## config.mk

```make
export PLATFORM = sky130hd
export DESIGN_NAME = chall_r_sampler
export DESIGN_NICKNAME = d
export VERILOG_FILES = /design/src/rtl/chall_r_sampler.sv
export SDC_FILE = /design/constraint.sdc
export NUM_CORES = 1
export LEC_CHECK = 0
export CAP_MARGIN = 30
export CORE_MARGIN = 2
export CORE_UTILIZATION = 40
export DETAILED_ROUTE_END_ITERATION = 10
export PLACE_DENSITY = 0.69
export SYNTH_ARGS = -nofsm -noshare
export SYNTH_HDL_FRONTEND = slang
export SYNTH_SLANG_ARGS = --single-unit
export TNS_END_PERCENT = 1
```

## constraint.sdc

```tcl
create_clock -name i_clk -period 2.4 [get_ports i_clk]
set_input_delay 0.24 -clock i_clk [delete_from_list [all_inputs] [get_ports i_clk]]
set_output_delay 0.24 -clock i_clk [all_outputs]
set_load 0.005 [all_outputs]
```

## src/rtl/chall_r_sampler.sv

```systemverilog
// Challenge-point sampler: turns a SHAKE byte stream into T 32-bit extension-field
// points with byte-level (P251) and element-level (base-field point) rejection.
module chall_r_sampler #(
  parameter              FIELD         = "P251",
  parameter              PARAMETER_SET = "L5",
  parameter int unsigned T             = (PARAMETER_SET == "L5") ? 4 : 3
) (
  input  logic             i_clk,
  input  logic             i_rst,
  input  logic             i_start,
  input  logic [7:0]       i_byte,
  input  logic             i_byte_valid,
  output logic             o_byte_ready,
  output logic [32*T-1:0]  o_r,
  output logic [7:0]       o_rej_cnt,
  output logic             o_busy,
  output logic             o_done
);

  localparam bit              IS_P251 = (FIELD == "P251");
  localparam int unsigned     KW      = (T > 1) ? $clog2(T) : 1;
  localparam logic [KW-1:0]   K_LAST  = KW'(T - 1);

  typedef enum logic [1:0] {IDLE, COLLECT, CHECK, DONE} state_t;

  state_t          state, state_nxt;
  logic [1:0]      b;
  logic [KW-1:0]   k;
  logic [31:0]     e;
  logic [32*T-1:0] r_q;
  logic [7:0]      rej_q;
  logic            accept;
  logic            byte_rej;
  logic            elem_rej;

  assign o_byte_ready = (state == COLLECT);
  assign o_busy       = (state == COLLECT) || (state == CHECK);
  assign o_done       = (state == DONE);
  assign o_r          = r_q;
  assign o_rej_cnt    = rej_q;

  assign accept   = i_byte_valid & o_byte_ready;
  assign byte_rej = IS_P251 && (i_byte >= 8'd251);
  assign elem_rej = (e[31:8] == '0);

  always_ff @(posedge i_clk) begin
    if (i_rst) state <= IDLE;
    else       state <= state_nxt;
  end

  always_comb begin
    state_nxt = state;
    case (state)
      IDLE:    if (i_start) state_nxt = COLLECT;
      COLLECT: if (accept && !byte_rej && (b == 2'd3)) state_nxt = CHECK;
      CHECK:   state_nxt = (!elem_rej && (k == K_LAST)) ? DONE : COLLECT;
      DONE:    state_nxt = IDLE;
      default: state_nxt = IDLE;
    endcase
  end

  always_ff @(posedge i_clk) begin
    if (i_rst) begin
      b     <= '0;
      k     <= '0;
      e     <= '0;
      r_q   <= '0;
      rej_q <= '0;
    end else begin
      case (state)
        IDLE: begin
          if (i_start) begin
            r_q   <= '0;
            rej_q <= '0;
            b     <= '0;
            k     <= '0;
          end
        end
        COLLECT: begin
          if (accept) begin
            if (byte_rej) begin
              if (rej_q != 8'hFF) rej_q <= rej_q + 8'd1;
            end else begin
              // shifting in MSB-first leaves the first kept byte in e[31:24]
              e <= {e[23:0], i_byte};
              b <= b + 2'd1;
            end
          end
        end
        CHECK: begin
          b <= '0;
          if (elem_rej) begin
            if (rej_q != 8'hFF) rej_q <= rej_q + 8'd1;
          end else begin
            for (int unsigned i = 0; i < T; i++) begin
              if (k == KW'(i)) r_q[32*i +: 32] <= e;
            end
            if (k != K_LAST) k <= k + 1'b1;
          end
        end
        default: ;
      endcase
    end
  end

endmodule
```

After elaboration in Yosys (flattened, before gate mapping) --
Index checks and enable logic that the tools add are counted.
Cells by class: shifts and indexed selects 0, add/sub/neg operators 3, div/mod/pow operators 0, bitwise logic cells 2, multiply operators 0, muxes and demuxes 24, reductions and logical operators 20, $lt $le $gt $ge 1, equality and inequality tests 21
Operators by type and width (count):
- 128-bit 2-to-1 mux | 2
- 128-bit one-hot mux with 2 select lines | 1
- 32-bit 2-to-1 mux | 4
- 8-bit 2-to-1 mux | 5
- 24-bit logical NOT | 1
- 8-bit one-hot mux with 3 select lines | 1
- 4-bit AND reduction | 6
- 2-bit 2-to-1 mux | 8
- 2-bit by 1-bit != test with 1-bit output (second input constant) | 8
- 2-bit == test (second input constant) | 5
- 2-bit != test (second input constant) | 5
- 8-bit by 1-bit adder with 8-bit output (second input constant) | 1
- 8-bit greater-or-equal comparator (second input constant) | 1
- 8-bit != test (second input constant) | 1
- 2-bit one-hot mux with 4 select lines | 1
- 2-bit one-hot mux with 3 select lines | 1
- 5-bit AND reduction | 1
- 2-bit by 1-bit adder with 2-bit output (second input constant) | 2
- 2-bit by 1-bit == test with 1-bit output (second input constant) | 2
- 2-bit logical NOT | 2
- 2-bit one-hot mux with 2 select lines | 1
- 1-bit logical AND | 3
- 3-bit AND reduction | 1
- 3-bit nonzero test | 1
- 6 further kinds | 7
Word-level totals: output and inout bits 139, ROM bits 0, bits in latches 0, memories kept 0, bits in registers 174, word-level logic and storage cells 80, RAM bits 0

Logic depth before layout (Yosys ltp) --
Gate-level depths: netlist of run 1.
depth after elaboration 6, mapped depth 8, depth with buffers taken out 7

Least setup slack after synthesis of run 1 --
No wires, ideal clock.
path type register to register, start register state[1], end register rej_q[2], in the netlist o_rej_cnt[2], library setup time 0.101 ns, clock period less this slack 2.111 ns, cell stages (with the launch flop) 9, arrival 2.010 ns, path slack 0.289 ns, cells stage by stage dfxtp_1 -> inv_1 -> ha_1 -> buf_2 -> mux2_2 -> o21ai_1 -> nor2_1 -> o2111ai_4 -> o41ai_1
Between the ends: longest elaborated chain between the ends 4
Ends and longest elaborated chain:
- start: declaration | line 26 | state_t state, state_nxt;
- start signal: assignment | line 48 | else state <= state_nxt;
- 2-bit by 1-bit == test with 1-bit output | line 36, 70
- 1-bit AND | line 42 | assign accept = i_byte_valid & o_byte_ready;
- 2-bit by 1-bit != test with 1-bit output (no source line)
- 5-bit AND reduction (no source line)
- end signal: assignment | line 82 | if (rej_q != 8'hFF) rej_q <= rej_q + 8'd1;
- end signal: assignment | line 93 | if (rej_q != 8'hFF) rej_q <= rej_q + 8'd1;
- end: declaration | line 31 | logic [7:0] rej_q;
Several ways; a longest one is shown, not always the timed one. A chain may end at the register's enable or synchronous reset.

Worst setup path in the final report of run 1 --
start register state[1], end output o_busy
Between the ends: longest elaborated chain between the ends 2
Ends and longest elaborated chain:
- 2-bit by 1-bit == test with 1-bit output or 2-bit == test (tied branches) | line 37 | assign o_busy = (state == COLLECT) || (state == CHECK);
- 1-bit logical OR * | line 37
- end: declaration | line 16 | output logic o_busy,
Mark *: on every way between the ends. The rest lies on a longest branch, timed or not.

==> results of run 1 <==
## routing by layer
layer,GRT usage (%),up-vias
met5,0,-
met4,8.07,0
met3,3.83,28
met2,30.1,135
met1,26.0,2487
li1,-,2680
## worst max path at each step
stage | cells after the start | endpoint | from
CTS | 4 | o_busy | state[1]
finish | 4 | o_busy | state[1]
detailed placement | 6 | o_r[100] | e[27]
global placement | 7 | o_rej_cnt[2] | i_byte[5]
global route | 4 | o_busy | state[1]
floorplan | 8 | o_rej_cnt[2] | state[1]
## through the flow
stage               instance area (um^2)  setup slack [ns]  util, %  instances
floorplan                           6830             0.289        -        688
global placement                    8680             0.313     52.1       1041
detailed placement                  8680             0.291     52.1       1041
CTS                                 9280             0.177     55.8       1073
global route                        9280            0.0938     55.8       1073
finish                              9280             0.198     55.8       1073
## cells in the mapped netlist, types with 2 or more instances
library cell	n	area share [%]
dfxtp_1	174	51
nor2_1	105	5.8
mux2i_1	98	14
nand2_1	73	4.0
a21oi_1	37	2.7
and2_1	33	3.0
a22o_1	32	4.1
clkbuf_1	24	1.3
inv_1	16	0.88
buf_6	15	2.5
ha_1	11	2.0
nand3_1	5	0.37
nor3_1	5	0.37
nor4_1	5	0.46
a211oi_1	4	0.44
o31ai_1	4	0.44
a221oi_2	3	0.66
a311o_1	3	0.44
buf_1	3	0.16
o21ai_0	3	0.22
o41ai_1	3	0.38
or2_2	3	0.27
a31oi_1	2	0.18
buf_2	2	0.15
nand4_1	2	0.18
nor3_4	2	0.48
o32ai_1	2	0.26
or4_1	2	0.22
## cell usage in the layout (no fill, tap or decap), drive strengths merged, types with 18 or more instances in the layout
cell	instances
inv	26
a21oi	38
mux2i	98
and2	33
clkbuf	18
dfxtp	174
buf	28
nor2	106
nand2	73
a22o	32
clkdlybuf4s50	149
## cells by family (layout without fill, tap and decap cells)
kind of cell	Yosys count	after routing	share of synthesized area, %
buf+inv	60	225	4.98
fa+ha+maj	11	11	2.01
simple gates	240	240	16.0
flops	174	174	51.0
mux	99	99	14.5
compound gates	104	104	11.6
## worst max-delay path, stage by stage, from the launching register on
cell and delay (ns):
dfxtp_1 0.43, inv_1 0.11, ha_1 0.30, buf_4 0.17, clkdlybuf4s50_1 0.51
## state kept, by name (all words and copies together) (netlist names)
register / flops
b: 2
o_r: 128
k: 2
state: 2
e: 32
o_rej_cnt: 8
## where the power goes
part	total [mW]	internal [mW]	switching (mW)
clock	2.79	1.52	1.27
combinational	2.16	0.959	1.20
sequential	3.01	2.94	0.0658
## cell type report
| class | count | share of cell area [%] |
|---|---|---|
| clock buffers | 18 | 4.73 |
| clock inverters | 14 | 1.75 |
| inverters | 16 | 0.647 |
| multi-input cells | 454 | 32.8 |
| flip-flops and latches | 174 | 37.5 |
| well taps | 220 | 2.97 |
| repair buffers | 177 | 19.6 |
==> flow_summary.yaml, run 1 <==
place:
  routabilityCongestion: 0.813
  io_buffers: 150
  dp_hpwl_mm: 12.1
drt:
  met3_length_um: 823
  wl_met2_mm: 8.01
  viasPerCell: 4.97
  wirelength_mm: 17.5
  drtIter0Drc: 287
  antenna_left: 0
  avgRoutedWirePerCell_um: 16.3
  top_layer: "met4"
  remaining_drc_errors: 0
  firstDrtPassIters: 4
  drt-met1-wl_mm: 8.20
  vias: 5330
sta:
  final.period_utilization_pct: 91.8
  setup_viol: 0
  slew_viol_final: 0
  max_freq_ghz: 0.454
  relSlewSlack_pct: 59.4
  fin_worst_hold_slack_ns: 0.285
  fin_skew_ns: 0.0122
  finalCriticalPeriod_ns: 2.20
  grt_setup_unrepaired: "no"
  fin_setup_tns_ns: 0
  hold_viol_final: 0
  worstMarginPinSlew_ns: 0.609
logic_synthesis:
  ys_seq_elements: 174
  async_reset_ff_share_pct: 0
  syn-cell-area_um2: 6830
  seq_area_frac_synth_pct: 51.0
  syn_inst: 688
  synth_edf_count: 0
  synth_cell_types: 45
  ys.flop_type: "dfxtp_1"
  synth_nets: 711
  yosysWarnings: 0
  avgSynthCellArea_um2: 9.93
worst_setup_path:
  path_class: "reg2out"
  rrSetupSlack_ns: 0.28
  crit_path_end_kind: "output pin"
  timing.rr.end: "o_r[110]"
  crit_required_ns: 2.16
  worstPathMaxFanout: 9
  reg2reg_from: "e[20]"
  rr_worst_depth: 6
  worstSetupStartpointType: "flip-flop"
  worstPathArrival_ns: 1.96
flow_run:
  cap_viol_max_count: 0
global_routing:
  grt_max_degree: 63
  antenna_found_initial: 0
  first_global_vias: 4884
  track_usage_pct: 19.3
  grt_overflow: 0
  grt_pass1_wl_mm: 27.1
floorplanning:
  start_util_pct: 41.1
  ios: 151
  coreArea_um2: 16600
  die_w_um: 135
  die_h_um: 135
  rows: 47
  die_area_um2: 18100
hold_path:
  hp-class: "in2reg"
  hold-path-endpoint: "b[0]"
  holdPathStages: 2
  min_from: "i_rst"
pwr:
  irDropWorstVdd_mv: 0.639
  p_leak_nw: 3.47
  power.total_mw: 7.96
  p_per_area_nw_per_um2: 857
cts:
  htree_levels: 4
  clk_path_buf_depth: 2
  clk_latency_ns: 0.44
  cts_resized: 0
  cts_setup_buffers: 0
  cts_hold_buf: 0
  clkTransAtPathRegs_ns: 0.07
  tritoncts: "done"
  root_buffer: "clkbuf_16"
  cts_buffers: 17
  clock-sinks: 174
cells_and_area:
  drive_gt1_share_pct: 8.79
  antennaDiodeCount: 0
  final-seq-area_um2: 3480
  syn_to_final_growth_pct: 35.8
  fillers: 1490
  multi_input_area_um2: 3040
  nNetsFinal: 863
status:
  status: "finished clean"
No activity file was read; power rests on OpenSTA's default activity.
==> run 2, diff against run 1 <==
--- a/config.mk
+++ b/config.mk
@@ -8,6 +8,7 @@
 export CAP_MARGIN = 30
 export CORE_MARGIN = 2
 export CORE_UTILIZATION = 40
+export CTS_CLUSTER_DIAMETER = 30
 export DETAILED_ROUTE_END_ITERATION = 10
 export PLACE_DENSITY = 0.69
 export SYNTH_ARGS = -nofsm -noshare
==> results of run 2 <==
Same layout as run 1: the final DEF is identical, and so are final timing and power.
